<file path="src/rtl/rr_arb_pkg.sv">
// Shared types, defaults and the round-robin search helper for the rr_mux_arbiter block.
// The search supports up to MAX_REQ requesters; callers zero-extend their request vectors.
package rr_arb_pkg;

   localparam int MAX_REQ          = 16;
   localparam int DEFAULT_N_REQ    = 4;
   localparam int DEFAULT_DATA_W   = 1;
   localparam int DEFAULT_HOLD_MAX = 4;

   typedef enum logic {
      ST_IDLE  = 1'b0,
      ST_GRANT = 1'b1
   } arbState_t;

   // First set bit of reqVec scanning upward from start, wrapping at nReq-1 back to 0.
   function automatic logic [3:0] rrNextIndex(input logic [MAX_REQ-1:0] reqVec,
                                             input logic [3:0]         start,
                                             input logic [4:0]         nReq);
      logic [3:0] result;
      logic       found;
      logic [4:0] idx;
      result = '0;
      found  = 1'b0;
      for (int i = 0; i < MAX_REQ; i++) begin
         idx = 5'(start) + 5'(i);
         if (idx >= nReq) idx = idx - nReq;
         if (!found && (5'(i) < nReq) && reqVec[idx[3:0]]) begin
            result = idx[3:0];
            found  = 1'b1;
         end
      end
      return result;
   endfunction

endpackage

</file>
<file path="src/rtl/rr_data_mux.sv">
// N_REQ:1 combinational word mux with a valid-gated all-zeros output.
module rr_data_mux #(
   parameter int N_REQ  = 4,
   parameter int DATA_W = 1
) (
   input  logic [N_REQ*DATA_W-1:0]   i_data,
   input  logic [$clog2(N_REQ)-1:0]  i_sel,
   input  logic                      i_valid,
   output logic [DATA_W-1:0]         o_data
);

   localparam int SEL_W = $clog2(N_REQ);

   always_comb begin
      o_data = '0;
      for (int k = 0; k < N_REQ; k++) begin
         if (i_valid && (i_sel == SEL_W'(k))) o_data = i_data[k*DATA_W +: DATA_W];
      end
   end

endmodule

</file>
<file path="src/rtl/rr_mux_arbiter.sv">
// Round-robin arbiter owning one shared output mux, with bounded hold time per grantee.
// Optional macro ARB_LOCK_EN adds a lock input that defers hold-time preemption.
module rr_mux_arbiter
   import rr_arb_pkg::*;
#(
   parameter int N_REQ    = DEFAULT_N_REQ,
   parameter int DATA_W   = DEFAULT_DATA_W,
   parameter int HOLD_MAX = DEFAULT_HOLD_MAX
) (
   input  logic                      clk,
   input  logic                      rst,
`ifdef ARB_LOCK_EN
   input  logic                      lock,
`endif
   input  logic [N_REQ-1:0]          req,
   input  logic [N_REQ*DATA_W-1:0]   data_in,
   output logic [N_REQ-1:0]          gnt,
   output logic                      gnt_valid,
   output logic [$clog2(N_REQ)-1:0]  sel,
   output logic [DATA_W-1:0]         data_out
);

   localparam int SEL_W  = $clog2(N_REQ);
   localparam int HOLD_W = $clog2(HOLD_MAX + 1);

   arbState_t           r_state;
   logic [N_REQ-1:0]    r_gnt;
   logic [SEL_W-1:0]    r_sel;
   logic [HOLD_W-1:0]   r_holdCnt;
   logic [SEL_W-1:0]    r_prioPtr;

   arbState_t           w_nextState;
   logic [N_REQ-1:0]    w_nextGnt;
   logic [SEL_W-1:0]    w_nextSel;
   logic [HOLD_W-1:0]   w_nextHold;
   logic [SEL_W-1:0]    w_nextPrio;
   logic [N_REQ-1:0]    w_others;
   logic [SEL_W-1:0]    w_idleIdx;
   logic [SEL_W-1:0]    w_rrIdx;
   logic [SEL_W-1:0]    w_grantIdx;
   logic                w_newGrant;
   logic                w_clearGrant;
   logic                w_holdAtMax;
   logic                w_lock;
   logic                w_gntValid;

`ifdef ARB_LOCK_EN
   assign w_lock = lock;
`else
   assign w_lock = 1'b0;
`endif

   // The current grantee is masked out so a handoff never lands back on it.
   assign w_others    = req & ~r_gnt;
   assign w_idleIdx   = SEL_W'(rrNextIndex(MAX_REQ'(req), 4'(r_prioPtr), 5'(N_REQ)));
   assign w_rrIdx     = SEL_W'(rrNextIndex(MAX_REQ'(w_others), 4'(r_sel + SEL_W'(1)), 5'(N_REQ)));
   assign w_holdAtMax = (r_holdCnt == HOLD_W'(HOLD_MAX));

   always_comb begin
      w_nextState  = r_state;
      w_nextSel    = r_sel;
      w_nextHold   = r_holdCnt;
      w_nextPrio   = r_prioPtr;
      w_newGrant   = 1'b0;
      w_clearGrant = 1'b0;
      w_grantIdx   = r_sel;
      case (r_state)
         ST_IDLE: begin
            if (|req) begin
               w_newGrant  = 1'b1;
               w_grantIdx  = w_idleIdx;
               w_nextState = ST_GRANT;
            end
         end
         ST_GRANT: begin
            if (!req[r_sel]) begin
               if (|w_others) begin
                  w_newGrant = 1'b1;
                  w_grantIdx = w_rrIdx;
               end else begin
                  w_clearGrant = 1'b1;
                  w_nextHold   = '0;
                  w_nextState  = ST_IDLE;
               end
            end else if (w_holdAtMax && !w_lock) begin
               if (|w_others) begin
                  w_newGrant = 1'b1;
                  w_grantIdx = w_rrIdx;
               end else begin
                  w_nextHold = HOLD_W'(1);
               end
            end else if (!w_holdAtMax) begin
               w_nextHold = r_holdCnt + HOLD_W'(1);
            end
         end
      endcase
      if (w_newGrant) begin
         w_nextSel  = w_grantIdx;
         w_nextHold = HOLD_W'(1);
         w_nextPrio = w_grantIdx + SEL_W'(1);
      end
   end

   always_comb begin
      w_nextGnt = r_gnt;
      for (int k = 0; k < N_REQ; k++) begin
         if (w_newGrant)        w_nextGnt[k] = (w_grantIdx == SEL_W'(k));
         else if (w_clearGrant) w_nextGnt[k] = 1'b0;
      end
   end

   always_ff @(posedge clk or posedge rst) begin
      if (rst) begin
         r_state   <= ST_IDLE;
         r_gnt     <= '0;
         r_sel     <= '0;
         r_holdCnt <= '0;
         r_prioPtr <= '0;
      end else begin
         r_state   <= w_nextState;
         r_gnt     <= w_nextGnt;
         r_sel     <= w_nextSel;
         r_holdCnt <= w_nextHold;
         r_prioPtr <= w_nextPrio;
      end
   end

   assign w_gntValid = |r_gnt;
   assign gnt        = r_gnt;
   assign gnt_valid  = w_gntValid;
   assign sel        = r_sel;

   rr_data_mux #(
      .N_REQ  (N_REQ),
      .DATA_W (DATA_W)
   ) u_dataMux (
      .i_data  (data_in),
      .i_sel   (r_sel),
      .i_valid (w_gntValid),
      .o_data  (data_out)
   );

endmodule
</file>
<file path="config.mk">
export PLATFORM = sky130hd
export DESIGN_NAME = rr_mux_arbiter
export DESIGN_NICKNAME = d
export VERILOG_FILES = /design/src/rtl/rr_arb_pkg.sv /design/src/rtl/rr_data_mux.sv /design/src/rtl/rr_mux_arbiter.sv
export SDC_FILE = /design/constraint.sdc
export NUM_CORES = 1
export LEC_CHECK = 0
export CAP_MARGIN = 5
export CORE_ASPECT_RATIO = 1.2
export CORE_MARGIN = 4
export CORE_UTILIZATION = 40
export CTS_CLUSTER_SIZE = 16
export DETAILED_ROUTE_END_ITERATION = 8
export GPL_ROUTABILITY_DRIVEN = 0
export REMOVE_ABC_BUFFERS = 1
export SYNTH_ARGS = -nofsm -noshare
export SYNTH_HDL_FRONTEND = slang
export SYNTH_SLANG_ARGS = --single-unit
</file>
<file path="constraint.sdc">
create_clock -name clk -period 2.82 [get_ports clk]
set_input_delay 0.564 -clock clk [delete_from_list [all_inputs] [get_ports clk]]
set_output_delay 0.564 -clock clk [all_outputs]
set_load 0.01 [all_outputs]
</file>
==> impl_metrics.ini, run 1 <==
[cts]
clkSinkCount = 12
ctsLongestPathBuffers = 2
numCtsBuffers = 3
root_buffer = clkbuf_8
clk_pin_slew_worst_paths_ps = 50
cts_tree = yes
h-tree-depth = 1
clkLatencyLatePin_ps = 240

[layout]
antenna_cells = 0
final_cells = 281
fin_nets = 258
layout_commonest_cell = buf_4
drive_above_1_share = 0.2576
layout_common_cells = 32 x buf_4, 19 x nand2_1, 15 x ha_1
syn2layout_area_growth_pct = 39.13

[worst_setup_path]
cp-end-kind = flip-flop
rrSetupSlack_ps = 110
required_ps = 2910
cp_slowest_stage_delay_ps = 410
worst_r2r_path_depth = 10
crit_type = reg2reg
critPathSlowestCell = dfrtp_2
cp_max_fo = 16
critPathArrivalTime_ps = 2790
r2r_start = sel[0]$_DFFE_PP0N_
worstReg2RegEnd = gnt[0]$_DFFE_PP0P_
worstPathCellList = buf_4, mux2_4, o2bb2ai_2, or2_0, o32a_1, o21a_1, a21o_1, ha_1, nand2_1, o21ai_0
start_kind = flip-flop

[floorplanning]
die_w_microns = 63.95
start_util = 0.4136
die_h_microns = 75.14
dieArea_sq_um = 4805
row_count = 24
io_pins = 18
core-area_sq_um = 3633

[timing]
timing.final.crit_share = 0.9595
max_freq_mhz = 369.6
finalSetupViolations = 0
finalHoldViolCount = 0
drv_slew = 0
finalCriticalPeriod_ps = 2706
finClkSkew_ps = 4.250
worstMarginPinSlew_ps = 722.0
slew_headroom = 0.5187

[worst_hold_path]
whs_path_depth = 1
hold-path-endpoint = r_holdCnt[1]$_DFFE_PP0P_
hp-class = reg2reg
hp-start = r_holdCnt[1]$_DFFE_PP0P_

[drt]
routed_wl_microns = 4473
drt_first_pass_iters = 6
wl_per_cell_microns = 15.92
vias_per_cell = 5.669
ant_nets = 0
drc_errors = 0
drtIter0Drc = 52
routed-via-count = 1593

[yosys]
synth_flop_cell = dfrtp_1
synth_cell_type_count = 49
seq_area_frac_synth = 0.1998
ys_ff_latch = 12
synth-edff-count = 0
synthArstFlopShare = 1.000
synth_cells = 187
yosysWarnings = 0
syn_avg_cell_area_sq_um = 8.036
syn_area_sq_um = 1503

[placed_design]
post-dp-hpwl_microns = 3424
placed_cells = 276
io_buffers = 17

[global_route]
grt_max_degree = 17
overflow = 0
grt_pass1_vias = 1542
grt_antenna_before_repair = 0
grt_usage = 0.1918
grt_pass1_wl_microns = 7251

[run]
maxCapViolations = 0

[pwr]
p_leak_nw = 0.9622
total_power_mw = 2.528
vdd_ir_drop_max_mv = 0.6939
pwr_density_cell_nw_per_um2 = 1209

[status]
status = complete, no violations
-- per-layer routing --
metal	global-route usage	wire length, microns
met1	0.2155	1821
met5	0	0
met3	0.04179	163
met2	0.3536	2315
met4	0.07674	172
-- synth_stat cells (2+ instances only) --
library cell	count	area share
nand3b_1	2	0.010
o21a_1	4	0.020
nand2b_1	6	0.025
a221o_1	3	0.020
and3b_1	2	0.012
clkbuf_1	4	0.010
and2_1	2	0.0083
nor4b_1	3	0.017
a21o_1	2	0.010
nand2_1	19	0.047
nor2_1	13	0.032
a31oi_1	3	0.012
dfrtp_1	12	0.20
a21oi_1	10	0.033
inv_1	9	0.022
nor4_1	5	0.021
o21ai_0	13	0.043
nand3_1	4	0.013
ha_1	17	0.14
nor2b_1	7	0.029
nor3b_1	5	0.025
nor3_1	3	0.010
buf_2	4	0.013
o211ai_1	3	0.015
mux2i_1	8	0.053
-- power by group --
part,leakage [nW],switching (mW),internal (mW)
clock,0.0216,0.0623,0.0941
combinational,0.794,1.05,0.980
sequential,0.147,0.0867,0.250
total,0.962,1.20,1.32
-- flip-flops by register name, summed over array words and instances, names as in the netlist --
name and cells:
gnt 4, r_holdCnt 3, r_prioPtr 2, r_state 1, sel 2
-- critical path, delay by kind of cell, from the launching register on --
family                   cells  cell delay, ps
adder cells (fa/ha/maj)      1             210
buffers and inverters        1             270
AND/OR/NAND/NOR              2             300
AO/OA/AOI/OAI                5            1030
flip-flops                   1             410
multiplexers                 1             350
-- cell families after synthesis --
kind of cell,Yosys count,share of synthesized area
flops,12,0.1998
buf+inv,19,0.05828
mux,11,0.08826
simple gates,76,0.2731
compound gates,52,0.2390
fa+ha+maj,17,0.1415
-- area by class of cell --
cell class / instances / area [sq um]
inverters: 9 / 33.78
flip-flops and latches: 12 / 301.5
well taps: 52 / 65.06
clock buffers: 3 / 41.29
multi-input cells: 156 / 1226
repair buffers: 49 / 422.9
fillers: 340 / 1543
-- stage by stage --
| stage | setup TNS, ps | utilization | hold WS [ps] | cell area (sq um) | setup slack, ps |
|---|---|---|---|---|---|
| 3_5_place_dp | -1191 | 0.5255 | 540.4 | 1909 | -317.5 |
| 6_report | 0 | 0.5754 | 548.3 | 2091 | 114.3 |
| 2_1_floorplan | -682.8 | - | 428.7 | 1449 | -227.3 |
| 5_1_grt | -5.101 | 0.5754 | 583.8 | 2091 | -5.101 |
| 3_3_place_gp | -952.8 | 0.5255 | 511.1 | 1909 | -264.2 |
| 4_1_cts | -7.374 | 0.5399 | 557.5 | 1962 | -7.374 |
-- how the worst max path moves through the flow --
stage                                   from                       end  slack (ps)  cells after the start
after floorplan           sel[0]$_DFFE_PP0N_  r_prioPtr[1]$_DFFE_PP0N_        -230                     11
after global placement                req[3]  r_prioPtr[1]$_DFFE_PP0N_        -260                     11
after detailed placement              req[3]  r_prioPtr[1]$_DFFE_PP0N_        -320                     11
after CTS                             req[1]  r_prioPtr[1]$_DFFE_PP0N_          -7                     11
after global routing      sel[0]$_DFFE_PP0N_  r_prioPtr[1]$_DFFE_PP0N_          -5                     10
final                     sel[0]$_DFFE_PP0N_        gnt[0]$_DFFE_PP0P_         110                     10
-- what timing repair did --
item / in CTS / in global routing
pin swaps: 0 / 1
buffers inserted: 0 / 2
endpoints found under the setup margin: 2 / 6
hold buffers: 0 / 0
resized for setup: 5 / 28
gates cloned: 0 / 0
(Power assumes the default switching activity.)
==> run 2: changes to the inputs <==
--- a/config.mk
+++ b/config.mk
@@ -6,7 +6,6 @@
 export NUM_CORES = 1
 export LEC_CHECK = 0
 export CAP_MARGIN = 5
-export CORE_ASPECT_RATIO = 1.2
 export CORE_MARGIN = 4
 export CORE_UTILIZATION = 40
 export CTS_CLUSTER_SIZE = 16
==> constraint.sdc (replaced) <==
create_clock -name clk -period 2.82 [get_ports clk]
set_input_delay 0.564 -clock clk [delete_from_list [all_inputs] [get_ports clk]]
set_output_delay 0.564 -clock clk [all_outputs]
set_load 0.1 [all_outputs]
==> run 2 against run 1 <==
Net effect: maximum frequency is 0.63% higher; worst setup slack improved by 17 ps; via count rose by 0.25%; largest cell class unchanged; final cell count is 0.71% lower; wire length is 5.0% lower; die area about the same.
==> impl_metrics.ini, run 2 (same netlist as run 1, synthesis figures left out) <==
[status]
status = complete, no violations

[global_route]
grt_antenna_before_repair = 0
grt_max_degree = 19
met2_usage = 0.3263
busiest_layer = met2
overflow = 0
grt_pass1_vias = 1552
grtUsageMet3 = 0.04493
met1_usage = 0.2046
grt_pass1_wl_microns = 7065
grt_usage = 0.1735

[layout]
drive_above_1_share = 0.2900
largest_register_ffs = 4
antenna_cells = 0
final_cells = 279
fin_nets = 260
syn2layout_area_growth_pct = 37.55
layout_common_cells = 40 x buf_4, 19 x nand2_1, 15 x ha_1
layout_commonest_cell = buf_4

[floorplanning]
start_util = 0.4136
io_pins = 18
dieArea_sq_um = 4801
die_w_microns = 69.29
die_h_microns = 69.29
row_count = 22
core-area_sq_um = 3633

[worst_setup_path]
cp_max_fo = 4
crit_type = reg2reg
r2r_start = sel[0]$_DFFE_PP0N_
worstReg2RegEnd = gnt[0]$_DFFE_PP0P_
cp-end-kind = flip-flop
rrSetupSlack_ps = 130
worst_r2r_path_depth = 13
start_kind = flip-flop
required_ps = 2900
critPathArrivalTime_ps = 2770

[drt]
drtIter0Drc = 97
ant_nets = 0
routed-via-count = 1597
drt_first_pass_iters = 4
routed_wl_microns = 4251
wl_per_cell_microns = 15.24
drc_errors = 0
vias_per_cell = 5.724

[cts]
clk_pin_slew_worst_paths_ps = 50
clkLatencyLatePin_ps = 230
root_buffer = clkbuf_8
numCtsBuffers = 3
ctsLongestPathBuffers = 2
clkSinkCount = 12
h-tree-depth = 1
cts_tree = yes

[timing]
finalSetupViolations = 0
finClkSkew_ps = 1.594
timing.final.crit_share = 0.9535
drv_slew = 0
slew_headroom = 0.5096
finalCriticalPeriod_ps = 2689
max_freq_mhz = 371.9
worstMarginPinSlew_ps = 735.5
finalHoldViolCount = 0
holdWs_ps = 524.1

[worst_hold_path]
hp-start = r_holdCnt[1]$_DFFE_PP0P_
whs_path_depth = 1
hold-path-endpoint = r_holdCnt[1]$_DFFE_PP0P_
hp-class = reg2reg

[placed_design]
placed_cells = 273
io_buffers = 17
post-dp-hpwl_microns = 3299

[run]
maxCapViolations = 0
-- run 2: worst max-delay path by stage --
stage / startpoint / end / depth (start not counted)
floorplan: sel[0]$_DFFE_PP0N_ / r_prioPtr[1]$_DFFE_PP0N_ / 11
global placement: req[1] / r_prioPtr[1]$_DFFE_PP0N_ / 10
detailed placement: req[3] / r_prioPtr[1]$_DFFE_PP0N_ / 10
CTS: req[2] / r_prioPtr[1]$_DFFE_PP0N_ / 10
global route: r_prioPtr[0]$_DFFE_PP0N_ / gnt[0]$_DFFE_PP0P_ / 12
finish: sel[0]$_DFFE_PP0N_ / gnt[0]$_DFFE_PP0P_ / 13
-- run 2: worst max-delay path, stage by stage, from the launching register on --
cell and delay, ps:
dfrtp_2 430, inv_2 90, buf_4 130, ha_2 190, mux2i_2 230, o211ai_1 140, o21a_1 130, o32a_1 280
o21a_2 250, buf_4 140, a21o_1 190, ha_1 190, nand2_1 50, o21ai_0 80
-- run 2: what timing repair did --
action	in CTS	in global routing
hold buffers	0	0
resized for setup	7	24
setup endpoints to repair	1	5
pin swaps	1	4
buffers inserted	0	3
-- run 2: metal layers --
metal	up-vias	part of all wire
li1	778	-
met1	769	0.42
met2	43	0.52
met3	7	0.052
met4	0	0.0068
met5	-	0
-- run 2: cell type report --
class | count | area [sq um]
multi-input combinational | 156 | 1206
tap | 48 | 60.06
clock buffer | 3 | 41.29
fill | 348 | 1567
inverter | 9 | 33.78
sequential | 12 | 301.5
timing repair buffer | 51 | 424.2
-- run 2: stage by stage --
step	setup slack (ps)	area [sq um]	util	setup TNS [ps]
4_1_cts	7.413	1953	0.5375	0
2_1_floorplan	-897.4	1449	-	-6092
5_1_grt	-21.32	2067	0.5689	-22.85
3_5_place_dp	-315.2	1904	0.5241	-1203
3_3_place_gp	-229.1	1904	0.5241	-965.8
6_report	131.3	2067	0.5689	0
Power of run 2 is left out: the tool's default activity adds up to more than one toggle a clock period on the data nets, which glitch-free logic cannot reach.
